--- src/rtl/apb_master_arbiter.sv ---
// Round-robin APB master: NUM_REQ internal requesters share one APB slave port.
// Registered APB controls; per-requester one-cycle response pulse with PSLVERR/timeout error.
module apb_master_arbiter #(
    parameter int NUM_REQ    = 4,
    parameter int ADDR_WIDTH = 8,
    parameter int DATA_WIDTH = 32,
    parameter int STRB_WIDTH = DATA_WIDTH / 8,
    parameter int TIMEOUT    = 16
) (
    input  logic                             pclk,
    input  logic                             preset,
    input  logic [NUM_REQ-1:0]               req_valid,
    input  logic [NUM_REQ-1:0]               req_write,
    input  logic [NUM_REQ*ADDR_WIDTH-1:0]    req_addr,
    input  logic [NUM_REQ*DATA_WIDTH-1:0]    req_wdata,
    input  logic [NUM_REQ*STRB_WIDTH-1:0]    req_strb,
    output logic [NUM_REQ-1:0]               req_ready,
    output logic [NUM_REQ-1:0]               rsp_valid,
    output logic [DATA_WIDTH-1:0]            rsp_rdata,
    output logic                             rsp_err,
    output logic [$clog2(NUM_REQ)-1:0]       grant_id,
    output logic                             busy,
    output logic                             psel,
    output logic                             penable,
    output logic                             pwrite,
    output logic [ADDR_WIDTH-1:0]            paddr,
    output logic [DATA_WIDTH-1:0]            pwdata,
    output logic [STRB_WIDTH-1:0]            pstrb,
    input  logic [DATA_WIDTH-1:0]            prdata,
    input  logic                             pready,
    input  logic                             pslverr
);

    localparam int IDW = $clog2(NUM_REQ);
    localparam int TW  = (TIMEOUT > 0) ? $clog2(TIMEOUT + 1) : 1;
    localparam logic [TW-1:0] TO_VAL = TW'(TIMEOUT);

    typedef enum logic [1:0] {S_IDLE, S_SETUP, S_ACCESS} state_e;

    state_e                  state_q, state_d;
    logic [IDW-1:0]          ptr_q, ptr_d;
    logic [IDW-1:0]          grant_q, grant_d;
    logic [TW-1:0]           cnt_q, cnt_d;
    logic                    pwrite_q, pwrite_d;
    logic [ADDR_WIDTH-1:0]   paddr_q, paddr_d;
    logic [DATA_WIDTH-1:0]   pwdata_q, pwdata_d;
    logic [STRB_WIDTH-1:0]   pstrb_q, pstrb_d;
    logic [NUM_REQ-1:0]      rsp_valid_q, rsp_valid_d;
    logic [DATA_WIDTH-1:0]   rsp_rdata_q, rsp_rdata_d;
    logic                    rsp_err_q, rsp_err_d;

    logic [IDW:0]            pick;
    logic                    any_req;
    logic [IDW-1:0]          win;
    logic                    capture;

    // Returns {found, index}: first valid requester at or above ptr, wrapping around.
    function automatic logic [IDW:0] rr_pick(input logic [NUM_REQ-1:0] vld,
                                             input logic [IDW-1:0]     ptr);
        logic           found;
        logic [IDW-1:0] idx;
        logic [IDW-1:0] jj;
        int             j;
        found = 1'b0;
        idx   = '0;
        for (int k = 0; k < NUM_REQ; k++) begin
            j  = (int'(ptr) + k) % NUM_REQ;
            jj = IDW'(j);
            if (!found && vld[jj]) begin
                found = 1'b1;
                idx   = jj;
            end
        end
        return {found, idx};
    endfunction

    assign pick    = rr_pick(req_valid, ptr_q);
    assign any_req = pick[IDW];
    assign win     = pick[IDW-1:0];

    always_comb begin
        state_d     = state_q;
        ptr_d       = ptr_q;
        grant_d     = grant_q;
        cnt_d       = cnt_q;
        pwrite_d    = pwrite_q;
        paddr_d     = paddr_q;
        pwdata_d    = pwdata_q;
        pstrb_d     = pstrb_q;
        rsp_valid_d = '0;
        rsp_rdata_d = '0;
        rsp_err_d   = 1'b0;
        capture     = 1'b0;
        req_ready   = '0;

        case (state_q)
            S_IDLE: begin
                if (any_req) capture = 1'b1;
            end
            S_SETUP: begin
                state_d = S_ACCESS;
                cnt_d   = '0;
            end
            S_ACCESS: begin
                if (pready) begin
                    rsp_valid_d[grant_q] = 1'b1;
                    rsp_rdata_d          = pwrite_q ? '0 : prdata;
                    rsp_err_d            = pslverr;
                    if (any_req) capture = 1'b1;
                    else         state_d = S_IDLE;
                end else begin
                    cnt_d = cnt_q + 1'b1;
                    if (TIMEOUT > 0 && cnt_d == TO_VAL) begin
                        rsp_valid_d[grant_q] = 1'b1;
                        rsp_err_d            = 1'b1;
                        state_d              = S_IDLE;
                    end
                end
            end
            default: state_d = S_IDLE;
        endcase

        // Capture always lands in SETUP, so a completion never chains straight into ACCESS.
        if (capture) begin
            req_ready[win] = !preset;
            state_d        = S_SETUP;
            grant_d        = win;
            ptr_d          = (win == IDW'(NUM_REQ - 1)) ? '0 : win + 1'b1;
            pwrite_d       = req_write[win];
            paddr_d        = req_addr[int'(win)*ADDR_WIDTH +: ADDR_WIDTH];
            pwdata_d       = req_wdata[int'(win)*DATA_WIDTH +: DATA_WIDTH];
            pstrb_d        = req_write[win] ? req_strb[int'(win)*STRB_WIDTH +: STRB_WIDTH] : '0;
        end
    end

    always_ff @(posedge pclk) begin
        if (preset) begin
            state_q     <= S_IDLE;
            ptr_q       <= '0;
            grant_q     <= '0;
            cnt_q       <= '0;
            pwrite_q    <= 1'b0;
            paddr_q     <= '0;
            pwdata_q    <= '0;
            pstrb_q     <= '0;
            rsp_valid_q <= '0;
            rsp_rdata_q <= '0;
            rsp_err_q   <= 1'b0;
        end else begin
            state_q     <= state_d;
            ptr_q       <= ptr_d;
            grant_q     <= grant_d;
            cnt_q       <= cnt_d;
            pwrite_q    <= pwrite_d;
            paddr_q     <= paddr_d;
            pwdata_q    <= pwdata_d;
            pstrb_q     <= pstrb_d;
            rsp_valid_q <= rsp_valid_d;
            rsp_rdata_q <= rsp_rdata_d;
            rsp_err_q   <= rsp_err_d;
        end
    end

    assign psel      = (state_q != S_IDLE);
    assign penable   = (state_q == S_ACCESS);
    assign busy      = psel;
    assign pwrite    = pwrite_q;
    assign paddr     = paddr_q;
    assign pwdata    = pwdata_q;
    assign pstrb     = pstrb_q;
    assign grant_id  = grant_q;
    assign rsp_valid = rsp_valid_q;
    assign rsp_rdata = rsp_rdata_q;
    assign rsp_err   = rsp_err_q;

endmodule

--- config.mk ---
export PLATFORM = sky130hd
export DESIGN_NAME = apb_master_arbiter
export DESIGN_NICKNAME = d
export VERILOG_FILES = /design/src/rtl/apb_master_arbiter.sv
export SDC_FILE = /design/constraint.sdc
export NUM_CORES = 1
export LEC_CHECK = 0
export ABC_AREA = 0
export CAP_MARGIN = 20
export CORE_MARGIN = 2
export CORE_UTILIZATION = 32
export CTS_BUF_LIST = sky130_fd_sc_hd__clkbuf_8
export CTS_CLUSTER_DIAMETER = 200
export DETAILED_ROUTE_END_ITERATION = 12
export PLACE_DENSITY = 0.75
export SYNTH_ARGS = -nofsm -noshare
export SYNTH_HDL_FRONTEND = slang
export SYNTH_SLANG_ARGS = --single-unit
--- constraint.sdc ---
create_clock -name pclk -period 2.1 [get_ports pclk]
set_input_delay 0.42 -clock pclk [delete_from_list [all_inputs] [get_ports pclk]]
set_output_delay 0.42 -clock pclk [all_outputs]
set_load 0.005 [all_outputs]
### After elaboration in Yosys (flattened, before gate mapping)

Cells that the tools add are included.

| cells by class | value |
|---|---|
| add/sub/neg operators | 5 |
| $lt $le $gt $ge | 8 |
| equal/unequal tests | 10 |
| shift operators | 3 |
| multiplexer cells | 39 |
| bitwise gates (word level) | 4 |
| reduce and logical (&&, ||, !) cells | 18 |

Operators by type and width:

| kind | number |
|---|---|
| 128-bit by 8-bit variable part select with 32-bit output | 1 |
| 32-bit by 6-bit variable part select with 8-bit output | 1 |
| 2-bit by 3-bit < comparator with 1-bit output (second input constant) | 6 |
| 1-bit two-way mux | 16 |
| 2-bit two-way mux | 8 |
| 4-bit two-way mux | 4 |
| 16-bit by 5-bit variable part select with 4-bit output | 1 |
| 1-bit binary-select mux with 2-bit select | 5 |
| 5-bit one-hot mux with 2 select lines | 1 |
| 2-bit one-hot mux with 3 select lines | 1 |
| 3-bit AND reduction | 2 |
| 5-bit by 1-bit adder with 5-bit output (second input constant) | 1 |
| 5-bit == test (second input constant) | 1 |
| 1-bit logical AND | 5 |
| 5-bit two-way mux | 1 |
| 2-bit by 1-bit adder with 2-bit output (second input constant) | 2 |
| 2-bit adder (second input constant) | 2 |
| 4-bit AND | 1 |
| 1-bit demux with 2-bit select | 2 |
| 2-bit == test (second input constant) | 2 |
| 2-bit by 1-bit greater-or-equal comparator with 1-bit output (second input constant) | 2 |
| 1-bit logical NOT | 4 |
| 2-bit != test (second input constant) | 2 |
| 4-bit by 1-bit != test with 1-bit output (second input constant) | 1 |
| 11 further kinds | 15 |

| storage, ports and cells | value |
|---|---|
| register bits | 93 |
| input bits | 220 |
| output and inout port bits | 91 |
| logic and storage cells | 99 |

### Logic depth before layout (Yosys ltp)

| logic depth | value |
|---|---|
| depth in word-level cells | 18 |
| gate-level depth with buffers | 8 |
| depth with buffers taken out | 6 |

### Least setup slack after synthesis

Ideal clock, no wire load.

| path | value |
|---|---|
| path type | register to output |
| start | register ptr_q[1] |
| end | output port req_ready[3] |
| arrival | 1.612 ns |
| data required time | 1.680 ns |
| slack | 0.068 ns |
| cell stages (with the launch flop) | 8 |
| path buffers | 2 |
| cells stage by stage | dfxtp_1 > mux2i_1 > nor2_1 > nor3_2 > buf_4 > buf_4 > ha_1 > and2_1 |

| on the way | value |
|---|---|
| word-level cells in the longest chain between the ends | 18 |
| elaborated cells between the ends (all ways) | 35 |
| classes of those cells | 3 x add/sub; 2 x order compare; 22 x mux; 1 x bitwise; 7 x reduce/logical |

RTL lines:

| item | line | text |
|---|---|---|
| start, declared | 41 | `logic [IDW-1:0] ptr_q, ptr_d;` |
| start signal, assigned | 151 | `ptr_q <= ptr_d;` |
| parallel branches: the longest is 11 deep, another holds 2-bit by 1-bit adder with 2-bit output | n/a |  |
| 2-bit two-way mux * | 69 | `if (!found && vld[jj]) begin` |
| via win[0] | 54 | `logic [IDW-1:0] win;` |
| 2-bit by 3-bit < comparator with 1-bit output (implied by the code) or 2-bit by 1-bit greater-or-equal comparator with 1-bit output (tied branches) | 125 | `req_ready[win] = !preset;` |
| 1-bit logical AND (implied by the code) | 125 |  |
| 1-bit two-way mux (implied by the code) | 125 |  |
| 1-bit demux with 2-bit select * | 125 |  |
| 4-bit AND (no line) * | n/a |  |
| 4-bit two-way mux * | 124 | `if (capture) begin` |
| end, declared | 17 | `output logic [NUM_REQ-1:0] req_ready,` |

Mark *: on every way through the listed nets, which the timed path passes. The select of a mux whose other input is x is not followed.

### Worst setup path in the final report

| path | value |
|---|---|
| start | register ptr_q[1] |
| end | output port req_ready[2] |

| on the way | value |
|---|---|
| word-level cells in the longest chain between the ends | 18 |
| elaborated cells between the ends (all ways) | 35 |
| classes of those cells | 3 x add/sub; 2 x order compare; 22 x mux; 1 x bitwise; 7 x reduce/logical |

RTL lines:

| item | line |
|---|---|
| parallel branches: the longest is 17 deep, another holds 2-bit by 3-bit < comparator with 1-bit output | n/a |
| 4-bit two-way mux * | 124 |

Every way passes the cells marked *. The select of a mux whose other input is x is not followed.

==> results.json <==
{
  "grt_max_degree": 42,
  "syn_to_final_growth_pct": 93.6,
  "min_to": "pstrb[1]$_SDFFE_PP0P_",
  "drt_pass1_iterations": 4,
  "die_height_um": 121,
  "globalRouteTotalUtil_pct": 22.9,
  "cts_made_buffers": 9,
  "grt_antenna_before_repair": 0,
  "syn-num-nets": 653,
  "path_max_fanout": 4,
  "cp-start-kind": "flip-flop",
  "cp_data_required_time_ps": 1680,
  "synth-seq-area-share_pct": 42.8,
  "r2r_end": "paddr[0]$_SDFFE_PP0P_",
  "yosysUniqueCellTypes": 36,
  "final_antenna_net_count": 0,
  "fmax_mhz": 441,
  "h-tree-depth": 3,
  "portBuffers": 310,
  "avgSynthCellArea_um2": 10.2,
  "setup_ws_ps": -166,
  "path_clk_slew_ps": 100,
  "gp_congestion": 0.937,
  "rr_startpoint": "ptr_q[1]$_SDFFE_PP0P_",
  "vias_per_cell": 4.96,
  "synth_ff_type": "dfxtp_1",
  "status": "complete, but fails checks",
  "die_w_um": 121,
  "internal_power_mw": 3.85,
  "synthesis.area_um2": 4350,
  "seq_power_share_pct": 37.5,
  "pre_cts_ws_ps": -747,
  "path_class": "flip-flop to primary output",
  "final_cell_mix": "clkdlybuf4s50_1 (298), dfxtp_1 (91), mux2i_1 (51)",
  "power_frac_clock_pct": 22.4,
  "p_sw_share_pct": 30.0,
  "setup_tns_ps": -1760,
  "power.leakage_nw": 3.30,
  "dpl_cell_area_um2": 7840,
  "grt_pass1_vias": 4638,
  "post-place-cells": 906,
  "cts_tree": "done",
  "cts_buffer_depth": 2,
  "yosys_register_bits": 93,
  "slew_headroom_pct": 72.3,
  "num_vias": 4652,
  "drt_iter0_drc": 139,
  "synth_warnings": 0,
  "ff2ff_setup_slack_ps": -90,
  "cts_sinks": 93,
  "worstRegToRegCells": 8,
  "route.detailed.drc": 0,
  "whs_path_depth": 1,
  "finalHoldViolCount": 0,
  "syn_inst": 428,
  "drive_gt1_share_pct": 17.1,
  "p_per_area_nw_per_um2": 653,
  "finalNetCount": 982,
  "synth_edf_count": 0,
  "grt_overflow": 0,
  "finalSetupViolCount": 30,
  "placementRows": 42,
  "async_reset_ff_share_pct": 0,
  "final_cells": 938,
  "switchingPower_mw": 1.65,
  "fin_crit_sh_pct": 108,
  "final_area_um2": 8420,
  "hold_path.class": "flip-flop to flip-flop",
  "grt_pass1_wl_um": 25500,
  "final_common_cell": "clkdlybuf4s50_1",
  "num_antenna_cells": 0,
  "io_pins": 311,
  "die_area_um2": 14500,
  "rsz0062_at_grt": "true",
  "cap_violations": 0,
  "clock_latency_ps": 380,
  "min_period_ps": 2270,
  "start_util_pct": 32.8,
  "hold_start": "pstrb[1]$_SDFFE_PP0P_",
  "finalPower_mw": 5.50,
  "slew_viol_final": 0,
  "violations": "setup timing",
  "dp_hpwl_um": 13100,
  "max_slew.worst_pin.slew_ps": 412,
  "endpoint_kind": "primary output",
  "core-area_um2": 13200,
  "comb_power_share_pct": 40.1,
  "skew_ps": 5.94,
  "wirelength_um": 17400,
  "wl_per_cell_um": 18.5,
  "critPathArrivalTime_ps": 1850,
  "peakVddDrop_v": 0.000322,
  "root_buffer": "clkbuf_8"
}
## power by group through the flow
stage          clock, mW  sequential [mW]  combinational, mW
3_5_place_dp           0             2.09               1.91
5_1_grt             1.33             2.08               2.33
2_1_floorplan          0             2.10              0.808
6_report            1.23             2.06               2.20
4_1_cts             1.27             2.06               2.17
3_3_place_gp           0             2.08               1.89
## sequential cells by signal, indices dropped and copies added, names as in the netlist
name	flops
pstrb	4
rsp_valid	4
pwrite	1
grant_id	2
cnt_q	5
paddr	8
rsp_err	1
pwdata	32
ptr_q	2
rsp_rdata	32
state_q	2
## per-stage QoR
step	hold slack (ps)	util [%]
final	481	63.5
after global routing	512	63.5
after CTS	484	63.2
after detailed placement	462	59.2
after global placement	448	59.2
after floorplan	445	-
## critical path: stages (launching register included)
cell	delay [ps]
dfxtp_2	350
buf_6	130
nand2_4	70
nand3b_1	110
a2bb2oi_2	170
buf_6	140
buf_4	150
ha_4	130
and2_4	130
buf_6	90
## cell families (layout without fill, tap and decap cells)
| kind of cell | Yosys count | after routing | synth area share, % |
|---|---|---|---|
| flops | 93 | 93 | 42.8 |
| compound gates | 64 | 64 | 13.3 |
| simple gates | 131 | 131 | 15.1 |
| mux | 96 | 96 | 23.3 |
| fa+ha+maj | 5 | 5 | 1.44 |
| buf+inv | 39 | 373 | 4.00 |
## worst max-delay path by stage
stage | start | to | slack, ps | depth (start not counted)
floorplan | ptr_q[1]$_SDFFE_PP0P_ | req_ready[3] | 70 | 7
global placement | req_valid[2] | pwdata[12]$_SDFFE_PP0P_ | -610 | 8
detailed placement | req_valid[2] | paddr[7]$_SDFFE_PP0P_ | -750 | 8
CTS | ptr_q[1]$_SDFFE_PP0P_ | req_ready[0] | -170 | 8
global route | ptr_q[1]$_SDFFE_PP0P_ | req_ready[2] | -260 | 8
finish | ptr_q[1]$_SDFFE_PP0P_ | req_ready[2] | -170 | 9
## timing repair
item,4_1_cts,5_1_grt
pin swaps,10,1
endpoints found under the setup margin,46,46
setup buffers,12,1
resized for setup,62,9
cloned,4,0
hold buffers,0,0
## area by class of cell
cell class | instances | area (µm²)
clock buffers | 9 | 124
clock inverters | 7 | 80.1
fillers | 1055 | 4830
inverters | 8 | 40.0
multi-input cells | 296 | 2450
flip-flops and latches | 93 | 1860
well taps | 176 | 220
repair buffers | 349 | 3630
## per-layer routing
| metal | up-vias | routed length (µm) | global-route usage [%] |
|---|---|---|---|
| met1 | 2183 | 6710 | 25.5 |
| met4 | 0 | 645 | 10.8 |
| met3 | 36 | 1300 | 6.42 |
| met2 | 208 | 8700 | 40.3 |
| li1 | 2225 | - | - |
| met5 | - | 0 | 0 |
## cell usage after synthesis, types with 2 or more instances
library cell	count	area share [%]
or3_1	3	0.43
a32oi_1	3	0.60
a22o_1	2	0.40
mux2_2	40	10
a32o_1	4	0.92
dfxtp_1	93	43
clkbuf_1	17	1.5
buf_4	4	0.69
nor2b_1	2	0.29
nor3_2	2	0.46
nor3_1	6	0.69
o21ai_0	3	0.35
and2_1	36	5.2
mux2i_1	55	13
ha_1	5	1.4
buf_2	10	1.2
nand3b_1	2	0.35
nor2_1	53	4.6
inv_1	7	0.60
nand2_1	18	1.6
a21oi_1	7	0.81
nand4_1	2	0.29
a221o_1	40	9.2
a22oi_1	2	0.35
Note: power is estimated with default switching activity, not from simulation.
==> RTL edit 1: new RTL, same flow settings <==
Make the reset (`preset`) asynchronous in one clocked block.
--- a/src/rtl/apb_master_arbiter.sv
+++ b/src/rtl/apb_master_arbiter.sv
@@ -133,7 +133,7 @@
         end
     end
 
-    always_ff @(posedge pclk) begin
+    always_ff @(posedge pclk or posedge preset) begin
         if (preset) begin
             state_q     <= S_IDLE;
             ptr_q       <= '0;
Formal check against the unedited RTL: differs if preset is asserted again (counterexample within 4 cycles, from zero or initial values and one cycle with preset high); with preset held inactive, the same outputs for 4 cycles.
==> RTL edit 1 against the original RTL <==
The run still ends with setup timing left. Final area rose by 18%. Hold slack got worse by 0.19 ns. Routed wire length rose by 16%. Area after synthesis rose by 23%. Die area rose by 22%. Sequential cell count did not move. Clock skew rose by 0.0056 ns. Worst setup slack got worse by 0.14 ns. Highest routed layer unchanged.
Power is not compared: it rests on default switching activity, and its combinational part moved more than twofold at a synthesized area within 25%.
==> RTL edit 1: results <==
group,metric,value,unit
synthesis,seq_area_frac_synth,43.59,%
min_path,min_path_type,"in2async",
synthesis,synthAdderAreaFrac,1.406,%
sta,whs,0.2877,ns
sta,finalSetupTns,-5.360,ns
sta,skew,0.01158,ns
worst_setup_path,endpoint,"req_ready[0]",
synthesis,syn_inst,520,
run_status,status,"finished with violations",
run_status,violations,"setup timing",
sta,timing.final.ws_setup,-0.3082,ns
worst_setup_path,crit_path_max_fanout,5,
synthesis,ys_top_cells_by_area,"dfrtp_1 (44%), and2_1 (11%), a211oi_1 (11%)",
routing,wl_met3,1192,µm
worst_setup_path,startpoint,"ptr_q[1]",
sta,tightest_slew,0.6658,ns
sta,setup_violations,46,
worst_setup_path,critPathMaxStageDelay,0.50,ns
synthesis,async_flop_share,100.0,%
routing,wl_met1,8358,µm
worst_setup_path,rr_worst_depth,10,
placement,place_congestion,0.8156,
routing,wl_met2,9951,µm
global_route,grt_pass1_wl,29750,µm
worst_setup_path,reg2reg_slack,-0.16,ns
synthesis,synth-xor-area-share,0.3281,%
synthesis,synth_mux_area_share,2.156,%
worst_setup_path,arrival,1.99,ns
routing,first_iter_violations,258,
routing,vias,5407,
[RTL edit 1: layout make-up]
class,count,area [µm²]
clock buffers,9,123.9
flip-flops and latches,93,2328
multi-input cells,375,3194
well taps,220,275.3
clock inverters,7,66.31
inverters,9,51.30
fillers,1348,6497
repair buffers,373,3929
[RTL edit 1: metal layers]
layer  global-route usage, %  vias up
met5                       0        -
met4                   8.806        0
met3                   4.490       39
met2                   36.76      209
met1                   27.05     2639
li1                        -     2520
[RTL edit 1: kinds of logic (layout without fill, tap and decap cells)]
logic type / after synthesis / after routing
simple gates: 206 / 206
compound gates: 150 / 150
flops: 93 / 93
buf+inv: 52 / 398
mux: 11 / 11
fa+ha+maj: 6 / 6
xor+xnor: 2 / 2
[RTL edit 1: timing repair]
action	in CTS	in global routing
endpoints found under the setup margin	53	52
buffers inserted	23	2
gates resized for setup	86	97
hold buffers	0	0
pin swaps	28	56
cloned	9	1
[RTL edit 1: worst min-delay path by stage]
stage | start | to | cells past startpoint
3_5_place_dp | paddr[6] | paddr[6] | 2
6_report | preset | ptr_q[1] | 2
3_3_place_gp | paddr[4] | paddr[4] | 2
4_1_cts | preset | ptr_q[1] | 2
5_1_grt | preset | ptr_q[1] | 2
2_1_floorplan | paddr[0] | paddr[0] | 2
[RTL edit 1: worst reg2reg max path: cells and delay by family, from the launching register on]
kind,cells,cell delay (ns)
AND/OR/NAND/NOR,1,0.44
AO/OA/AOI/OAI,3,0.43
flip-flops,1,0.50
buffers and inverters,6,0.77
[RTL edit 1: where the power goes]
part	switching [W]	total (W)	internal (W)
Combinational	0.00322	0.00692	0.00370
Clock	0.000762	0.00122	0.000462
Sequential	0.000368	0.00275	0.00238
==> RTL edit 2: new RTL, same settings <==
Made on the original files. Change the parameter `NUM_REQ` from 4 to 2.
--- a/src/rtl/apb_master_arbiter.sv
+++ b/src/rtl/apb_master_arbiter.sv
@@ -1,7 +1,7 @@
 // Round-robin APB master: NUM_REQ internal requesters share one APB slave port.
 // Registered APB controls; per-requester one-cycle response pulse with PSLVERR/timeout error.
 module apb_master_arbiter #(
-    parameter int NUM_REQ    = 4,
+    parameter int NUM_REQ    = 2,
     parameter int ADDR_WIDTH = 8,
     parameter int DATA_WIDTH = 32,
     parameter int STRB_WIDTH = DATA_WIDTH / 8,
Interface: changed (8 resized); port bits go from 311 to 214. No check against the original RTL was run, so the function may have changed too.
==> RTL edit 2 against the original RTL <==
First-iteration DRC count grew 10%. Area after synthesis shrank 23%. Critical path type unchanged. Worst setup slack gained 0.25 ns. Register-to-register slack gained 0.55 ns. Routed wire length shrank 39%. Final area shrank 31%. Sequential cell count shrank 4.
Power is not compared: it rests on default switching activity, and its combinational part moved more than twofold at a synthesized area within 25%.
==> RTL edit 2: results <==
group,metric,value,unit
run_status,status,"completed",
synthesis,syn_inst,307,
worst_setup_path,endpoint,"penable",
cts,cts_root_buf,"clkbuf_8",
worst_setup_path,critPathMaxStageDelay,0.51,ns
worst_setup_path,rr_worst_depth,4,
cts,clock_latency,0.36,ns
min_path,min_from,"pstrb[0]",
synthesis,synth_common_cells,"dfxtp_1 (89), and3_1 (42), a221o_1 (40)",
routing,dr.pass1.iters,4,
routing,wl,10540,µm
worst_setup_path,reg2reg_to,"rsp_valid[0]",
worst_setup_path,critPathSlowestCell,"clkdlybuf4s50_1",
placement,port_buffers,213,
cts,cts_buffers,9,
sta,max-slew-margin-rel,69.49,%
placement,place_congestion,0.7450,
routing,first_iter_violations,153,
placement,hpwl,7761,µm
routing,wl_met3,534,µm
min_path,holdPathStages,2,
final_layout,fin_nets,650,
routing,vias_per_cell,4.796,
global_route,grt_usage,18.34,%
global_route,grt_pass1_wl,16140,µm
routing,wl_met1,4373,µm
worst_setup_path,arrival,1.60,ns
synthesis,synth_nets,437,
routing,wl_met2,5467,µm
sta,whs,0.4500,ns
worst_setup_path,startpoint,"state_q[0]",
cts,post_cts_buffers,0,
cts,cts_resized,5,
worst_setup_path,crit_path_max_fanout,15,
global_route,use_met2,32.07,%
global_route,grtUsageMet1,21.56,%
synthesis,ys_types,41,
synthesis,seq_area_frac_synth,53.47,%
final_layout,drive_gt1_share,8.190,%
min_path,hold_end,"pstrb[0]",
synthesis,ys_top_cells_by_area,"dfxtp_1 (53%), a221o_1 (12%), and3_1 (7.9%)",
global_route,antenna_found_initial,0,
placement,post-place-ws,-0.2718,ns
global_route,use_met3,4.844,%
sta,timing.final.ws_setup,0.08464,ns
final_layout,stdcell_count,661,
global_route,grt_pass1_vias,3181,
worst_setup_path,crit_family,"buffers and inverters",
worst_setup_path,reg2reg_slack,0.46,ns
worst_setup_path,r2r-start,"cnt_q[0]",
global_route,grt_max_degree,45,
sta,skew,0.009895,ns
pwr,ir_drop,353.8,µV
final_layout,nFillCells,909,
==> RTL edit 2: cell count changes in the layout (fill, tap and decap cells not counted), moves of 6 or more <==
| cell | before | now |
|---|---|---|
| clkdlybuf4s50_1 | 298 | 209 |
| mux2i_1 | 51 | 4 |
| and3_1 | 0 | 42 |
| mux2_2 | 40 | 0 |
| nor2_1 | 50 | 11 |
| buf_12 | 10 | 1 |
| nand2_1 | 17 | 8 |
| dlygate4sd2_1 | 8 | 0 |
| a21oi_1 | 6 | 0 |
==> RTL edit 2: through the flow <==
stage	instance area [µm²]	setup TNS [ns]
final	5801	0
after global routing	5801	0
after CTS	5802	0
after detailed placement	5618	-1.045
after global placement	5618	-0.5217
after floorplan	3332	0
==> RTL edit 2: kinds of logic (layout without fill, tap and decap cells) <==
| family | Yosys count | in the layout | share of synthesized area, % |
|---|---|---|---|
| flip-flops | 89 | 89 | 53.47 |
| multiplexers | 4 | 4 | 1.202 |
| buffers and inverters | 35 | 253 | 5.745 |
| XOR/XNOR | 1 | 1 | 0.2629 |
| AND/OR/NAND/NOR | 111 | 111 | 20.92 |
| AO/OA/AOI/OAI | 65 | 65 | 17.65 |
| adder cells (fa/ha/maj) | 2 | 2 | 0.7509 |
==> RTL edit 2: area by class of cell <==
class                      count  area, µm²  share of cell area [%]
clock buffer                   9      123.9                   2.135
clock inverter                 7      56.30                  0.9707
inverter                       7      26.28                  0.4530
multi-input combinational    183       1368                   23.58
sequential                    89       1785                   30.78
tap                          136      170.2                   2.934
timing repair buffer         230       2271                   39.15
==> RTL edit 2: report_power, final <==
group          total [W]  leakage [nW]  internal [W]  switching, W
combinational   0.000772          1.61      0.000525      0.000247
clock            0.00109        0.0891      0.000442      0.000647
sequential       0.00186         0.728       0.00180     0.0000677
total            0.00373          2.43       0.00276      0.000962
